==> config.mk <==
export PLATFORM = sky130hd
export DESIGN_NAME = alu_vector_sequencer_flat
export DESIGN_NICKNAME = d
export VERILOG_FILES = /design/src/rtl/alu_vector_sequencer_if.sv /design/src/rtl/alu_vector_sequencer.sv /design/src/flat_wrapper.sv
export SDC_FILE = /design/constraint.sdc
export NUM_CORES = 1
export LEC_CHECK = 0
export CORE_MARGIN = 2
export CORE_UTILIZATION = 46
export CTS_CLUSTER_DIAMETER = 50
export CTS_CLUSTER_SIZE = 12
export DETAILED_ROUTE_END_ITERATION = 6
export HOLD_SLACK_MARGIN = 0.03
export PLACE_DENSITY_LB_ADDON = 0.2
export SLEW_MARGIN = 20
export SYNTH_ARGS = -nofsm -noshare
export SYNTH_HDL_FRONTEND = slang
export SYNTH_SLANG_ARGS = --single-unit
==> constraint.sdc <==
create_clock -name clk -period 5.1 [get_ports clk]
set_clock_uncertainty 0.05 [all_clocks]
set_input_delay 0.765 -clock clk [delete_from_list [all_inputs] [get_ports clk]]
set_output_delay 0.765 -clock clk [all_outputs]
set_load 0.005 [all_outputs]
==> src/rtl/alu_vector_sequencer_if.sv <==
// alu_vector_sequencer_if: operand/result bus between the self-test sequencer and the 4-bit ALU
interface alu_vector_sequencer_if;
  logic [3:0] alu_a;
  logic [3:0] alu_b;
  logic       alu_cin;
  logic [2:0] alu_op;
  logic [3:0] alu_result;
  logic       alu_cout_add;
  logic       alu_cout_sub;
  logic       alu_ovf_add;
  logic       alu_ovf_sub;
  modport master (
    output alu_a, alu_b, alu_cin, alu_op,
    input  alu_result, alu_cout_add, alu_cout_sub, alu_ovf_add, alu_ovf_sub
  );
  modport slave (
    input  alu_a, alu_b, alu_cin, alu_op,
    output alu_result, alu_cout_add, alu_cout_sub, alu_ovf_add, alu_ovf_sub
  );
endinterface

==> src/rtl/alu_vector_sequencer.sv <==
// alu_vector_sequencer: walks every vector of the enabled ALU ops and checks results against a golden model
module alu_vector_sequencer #(
  parameter int WIDTH = 4,
  parameter int ERR_W = 12
) (
  input  logic                 clk,
  input  logic                 reset,
  input  logic                 start,
  input  logic [3:0]           op_en,
  alu_vector_sequencer_if.master bus,
  output logic                 busy,
  output logic                 done,
  output logic                 pass,
  output logic [ERR_W-1:0]     err_count,
  output logic                 err_valid,
  output logic [11:0]          first_err
);
  typedef enum logic [1:0] {IDLE, SETTLE, CHECK, DONE} state_t;
  state_t state, state_n;
  logic [10:0] idx, idx_n;
  logic [3:0] en, higher;
  logic [WIDTH-1:0] a, b;
  logic [WIDTH:0] sum, dif;
  logic cin, go, last, bad;
  function automatic logic [1:0] lowest(input logic [3:0] m);
    return m[0] ? 2'd0 : m[1] ? 2'd1 : m[2] ? 2'd2 : m[3] ? 2'd3 : 2'd0;
  endfunction
  // idx = {op, a, b, cin}; the ALU pins are the index register itself
  assign a = idx[8:5];
  assign b = idx[4:1];
  assign cin = idx[0];
  assign bus.alu_a = a;
  assign bus.alu_b = b;
  assign bus.alu_cin = cin;
  assign bus.alu_op = {1'b0, idx[10:9]};
  assign go = start && (state == IDLE || state == DONE);
  assign higher = en & (4'b1110 << idx[10:9]);
  assign last = (&idx[8:0]) && !(|higher);
  assign idx_n = (&idx[8:0]) ? {lowest(higher), 9'b0} : idx + 11'd1;
  assign sum = {1'b0, a} + {1'b0, b} + {{WIDTH{1'b0}}, cin};
  assign dif = {1'b0, a} - {1'b0, b} - {{WIDTH{1'b0}}, cin};
  // 4-state compare so X/Z on a checked ALU output counts as a failure
  always_comb begin
    bad = idx[10:9] == 2'd0 ? {bus.alu_result, bus.alu_cout_add, bus.alu_ovf_add} !==
            {sum[WIDTH-1:0], sum[WIDTH], (a[WIDTH-1] == b[WIDTH-1]) && (sum[WIDTH-1] != a[WIDTH-1])} :
          idx[10:9] == 2'd1 ? {bus.alu_result, bus.alu_cout_sub, bus.alu_ovf_sub} !==
            {dif[WIDTH-1:0], dif[WIDTH], (a[WIDTH-1] != b[WIDTH-1]) && (dif[WIDTH-1] != a[WIDTH-1])} :
          idx[10:9] == 2'd2 ? bus.alu_result !== (a & b) : bus.alu_result !== (a | b);
  end
  always_ff @(posedge clk) begin
    if (reset) state <= IDLE;
    else state <= state_n;
  end
  always_comb begin
    state_n = go ? (|op_en ? SETTLE : DONE) :
              state == SETTLE ? CHECK :
              state == CHECK ? (last ? DONE : SETTLE) : state;
  end
  always_comb begin
    busy = state == SETTLE || state == CHECK;
    done = state == DONE;
    pass = done && err_count == '0;
  end
  always_ff @(posedge clk) begin
    if (reset) begin
      idx <= '0;
      en <= '0;
      err_count <= '0;
      err_valid <= 1'b0;
      first_err <= '0;
    end else if (go) begin
      en <= op_en;
      err_count <= '0;
      err_valid <= 1'b0;
      first_err <= '0;
      if (|op_en) idx <= {lowest(op_en), 9'b0};
    end else if (state == CHECK) begin
      if (bad) err_count <= err_count + ERR_W'(1);
      if (bad && !err_valid) begin
        err_valid <= 1'b1;
        first_err <= {idx, 1'b0};
      end
      if (!last) idx <= idx_n;
    end
  end
endmodule

==> src/flat_wrapper.sv <==
// flat-port wrapper written by rule: the top's interface ports become plain ports
module alu_vector_sequencer_flat 
#(
  parameter int WIDTH = 4,
  parameter int ERR_W = 12
)
  (clk, reset, start, op_en, busy, done, pass, err_count, err_valid, first_err, bus_alu_a, bus_alu_b, bus_alu_cin, bus_alu_op, bus_alu_result, bus_alu_cout_add, bus_alu_cout_sub, bus_alu_ovf_add, bus_alu_ovf_sub);
  alu_vector_sequencer_if bus_i ();
  input  logic clk;
  input  logic reset;
  input  logic start;
  input  logic [3:0] op_en;
  output logic busy;
  output logic done;
  output logic pass;
  output logic [ERR_W-1:0] err_count;
  output logic err_valid;
  output logic [11:0] first_err;
  output wire logic [$bits(bus_i.alu_a)-1:0] bus_alu_a;
  output wire logic [$bits(bus_i.alu_b)-1:0] bus_alu_b;
  output wire logic [$bits(bus_i.alu_cin)-1:0] bus_alu_cin;
  output wire logic [$bits(bus_i.alu_op)-1:0] bus_alu_op;
  input wire logic [$bits(bus_i.alu_result)-1:0] bus_alu_result;
  input wire logic [$bits(bus_i.alu_cout_add)-1:0] bus_alu_cout_add;
  input wire logic [$bits(bus_i.alu_cout_sub)-1:0] bus_alu_cout_sub;
  input wire logic [$bits(bus_i.alu_ovf_add)-1:0] bus_alu_ovf_add;
  input wire logic [$bits(bus_i.alu_ovf_sub)-1:0] bus_alu_ovf_sub;
  assign bus_alu_a = bus_i.alu_a;
  assign bus_alu_b = bus_i.alu_b;
  assign bus_alu_cin = bus_i.alu_cin;
  assign bus_alu_op = bus_i.alu_op;
  assign bus_i.alu_result = bus_alu_result;
  assign bus_i.alu_cout_add = bus_alu_cout_add;
  assign bus_i.alu_cout_sub = bus_alu_cout_sub;
  assign bus_i.alu_ovf_add = bus_alu_ovf_add;
  assign bus_i.alu_ovf_sub = bus_alu_ovf_sub;
  alu_vector_sequencer #(.WIDTH(WIDTH), .ERR_W(ERR_W)) u_core (.clk(clk), .reset(reset), .start(start), .op_en(op_en), .bus(bus_i), .busy(busy), .done(done), .pass(pass), .err_count(err_count), .err_valid(err_valid), .first_err(first_err));
endmodule
==> results_dict.tcl <==
set metrics [dict create \
    synth_cell_type_count 46 \
    yosys.area.top_type "dfxtp_1" \
    hold_violations 0 \
    endpoint_kind "flip-flop" \
    htree_levels 2 \
    cts_buffers 5 \
    firstDrtPassIters 4 \
    yosysSeqAreaShare_pct 29.8 \
    reg2reg_to "u_core.err_count[4]$_SDFFE_PP0P_" \
    start_util_pct 48.3 \
    ctsResizeCount 0 \
    min_path_type "reg2reg" \
    max_stage_delay_ns 0.68 \
    place_ws_ns 1.64 \
    clk_latency_ns 0.29 \
    worstHoldPathCells 2 \
    io_pins 55 \
    netlist_top_cells_count "40 x dfxtp_1, 34 x a21oi_1, 31 x nor2_1" \
    antenna_found_initial 0 \
    hpwl_mm 4.68 \
    rr_worst_depth 10 \
    drc 0 \
    grt-ovfl-total 0 \
    p_leak_nw 1.19 \
    die-area_um2 6480 \
    r2r_start "u_core.idx[1]$_SDFFE_PP0P_" \
    drive_gt1_share_pct 3.49 \
    clk_pin_slew_worst_paths_ns 0.08 \
    routed_wl_mm 6.28 \
    outcome "finished clean" \
    post-cts-setup-buffers 0 \
    avgSynthCellArea_um2 8.21 \
    grt_usage_pct 20.2 \
    fin_crit_ns 3.48 \
    syn_to_final_growth_pct 22.7 \
    tightest_slew_ns 0.868 \
    start_kind "flip-flop" \
    rrSetupSlack_ns 1.62 \
    drtIter0Drc 134 \
    fin_setup_tns_ns 0 \
    synth-seq-cells 40 \
    stdcell_area_um2 3300 \
    grt_max_degree 25 \
    grt_pass1_wl_mm 10.3 \
    synth_ff_type "dfxtp_1" \
    grt_pass1_vias 2232 \
    place_inst 436 \
    crit_chain "inv_1, fa_1, ha_1, a211oi_1, xnor2_1, nor4_1, nand3_1, o311a_1, a41oi_2, a41o_1" \
    synth_edf_count 0 \
    core_area_um2 5570 \
    peakVddDrop_mv 0.243 \
    vias 2430 \
    cts.sinks 40 \
    ant_nets 0 \
    nets 411 \
    relSlewSlack_pct 42.0 \
    gp_congestion 0.872 \
    n_antenna_cell 0 \
    crit_path_top_delay_cell "o311a_1" \
    netlist_top_cells_area "dfxtp_1 30%, ha_1 9.8%, xnor2_1 7.2%, a21oi_1 6.3%, nor2_1 4.3%" \
    min_to "u_core.first_err[4]$_SDFFE_PP0P_" \
    num_rows 27 \
    synthArstFlopShare_pct 0 \
    syn_area_um2 2690 \
    vias_per_cell 5.47 \
    post_dp_cell_area_um2 3190 \
    stdcell_count 444 \
    p_per_area_nw_per_um2 328 \
    critPathMaxFanout 19 \
    io_buffers 52 \
    cts_root_buffer "clkbuf_8" \
    period_share_pct 68.2 \
    die-height_um 80.5 \
    netlist.area_leader.share_pct 29.8 \
    ctsHoldBuffers 0 \
    cts_tree "yes" \
    synth_most_common_cell "dfxtp_1" \
    rsz0062_at_grt "false" \
    hp-start "u_core.first_err[4]$_SDFFE_PP0P_" \
    worst_slack_ns 1.62 \
    yosysWarnings 0 \
    setup_viol 0 \
    fmax_mhz 288 \
    cts_buffer_depth 2 \
    maxCapViolations 0 \
    synth_cells 328 \
    crit_required_ns 5.24 \
    wl_per_cell_um 14.1 \
    path_class "reg2reg" \
    drv_slew 0 \
    die_x_um 80.5 \
    arrival_ns 3.61 \
]
-- kinds of logic after synthesis --
logic type	count (synthesis)	synth area share, %
AOI/OAI and AO/OA	73	17.5
xor gates and xnor gates	27	8.79
adders and majority gates	25	12.7
buffers and inverters	40	7.35
DFF	40	29.8
muxes	5	1.86
other	1	0.139
and+or+nand+nor	117	21.9
-- cell usage in the layout, fill, tap and decap left out, types with 6 or more instances in the layout --
master	instances
nand2_1	26
o21ai_1	10
ha_1	21
dfxtp_1	40
inv_1	23
a21oi_1	34
xnor2_1	22
nor2_1	31
clkdlybuf4s50_1	52
nand4_1	7
nand3_1	18
nand2b_1	7
o21ai_0	6
-- through the flow --
stage	hold slack (ns)	util (%)	total power [W]
6_report	0.431	59.2	0.00108
5_1_grt	0.447	59.2	0.00116
4_1_cts	0.435	59.2	0.00109
3_5_place_dp	0.424	57.3	0.000833
3_3_place_gp	0.413	57.3	0.000828
2_1_floorplan	0.400	-	0.000724
-- worst max-delay path: cells and delay by family, from the launching register on --
kind / cells / cell delay, ns
buffers and inverters: 1 / 0.18
adders and majority gates: 2 / 0.77
AOI/OAI and AO/OA: 4 / 1.43
and+or+nand+nor: 2 / 0.20
DFF: 1 / 0.59
xor gates and xnor gates: 1 / 0.16
-- how the worst max path moves through the flow --
stage,start,end,cells after the start
global placement,u_core.idx[1]$_SDFFE_PP0P_,u_core.err_count[4]$_SDFFE_PP0P_,10
finish,u_core.idx[1]$_SDFFE_PP0P_,u_core.err_count[4]$_SDFFE_PP0P_,10
detailed placement,u_core.idx[1]$_SDFFE_PP0P_,u_core.err_count[4]$_SDFFE_PP0P_,10
global route,u_core.idx[0]$_SDFFE_PP0P_,u_core.err_count[4]$_SDFFE_PP0P_,10
CTS,u_core.idx[1]$_SDFFE_PP0P_,u_core.err_count[4]$_SDFFE_PP0P_,10
floorplan,u_core.idx[0]$_SDFFE_PP0P_,u_core.err_count[5]$_SDFFE_PP0P_,11
-- where the power goes --
part	leakage, nW	internal, W	switching [W]	total (W)
sequential	0.324	0.000341	0.0000766	0.000418
clock	0.0552	0.000145	0.000111	0.000256
combinational	0.812	0.000188	0.000221	0.000409
-- area by class of cell --
type / instances / area (um^2)
multi-input combinational: 249 / 1700
fill: 518 / 2270
clock buffer: 6 / 72.6
timing repair buffer: 52 / 520
tap: 72 / 90.1
inverter: 23 / 86.3
clock inverter: 2 / 35.0
sequential: 40 / 801
-- flip-flops by register name, indices dropped and copies added (netlist names) --
name              count
u_core.err_valid      1
u_core.state          2
u_core.first_err     11
u_core.err_count     12
u_core.en             3
u_core.idx           11
-- layer usage --
layer / global-route usage [%] / wire length (um) / share of wire, %
met5: 0 / 0 / 0
met3: 2.81 / 281 / 4.5
met1: 28.3 / 3120 / 50
met2: 31.9 / 2820 / 45
met4: 6.61 / 59 / 0.94
Note: power is estimated with default switching activity, not from simulation.
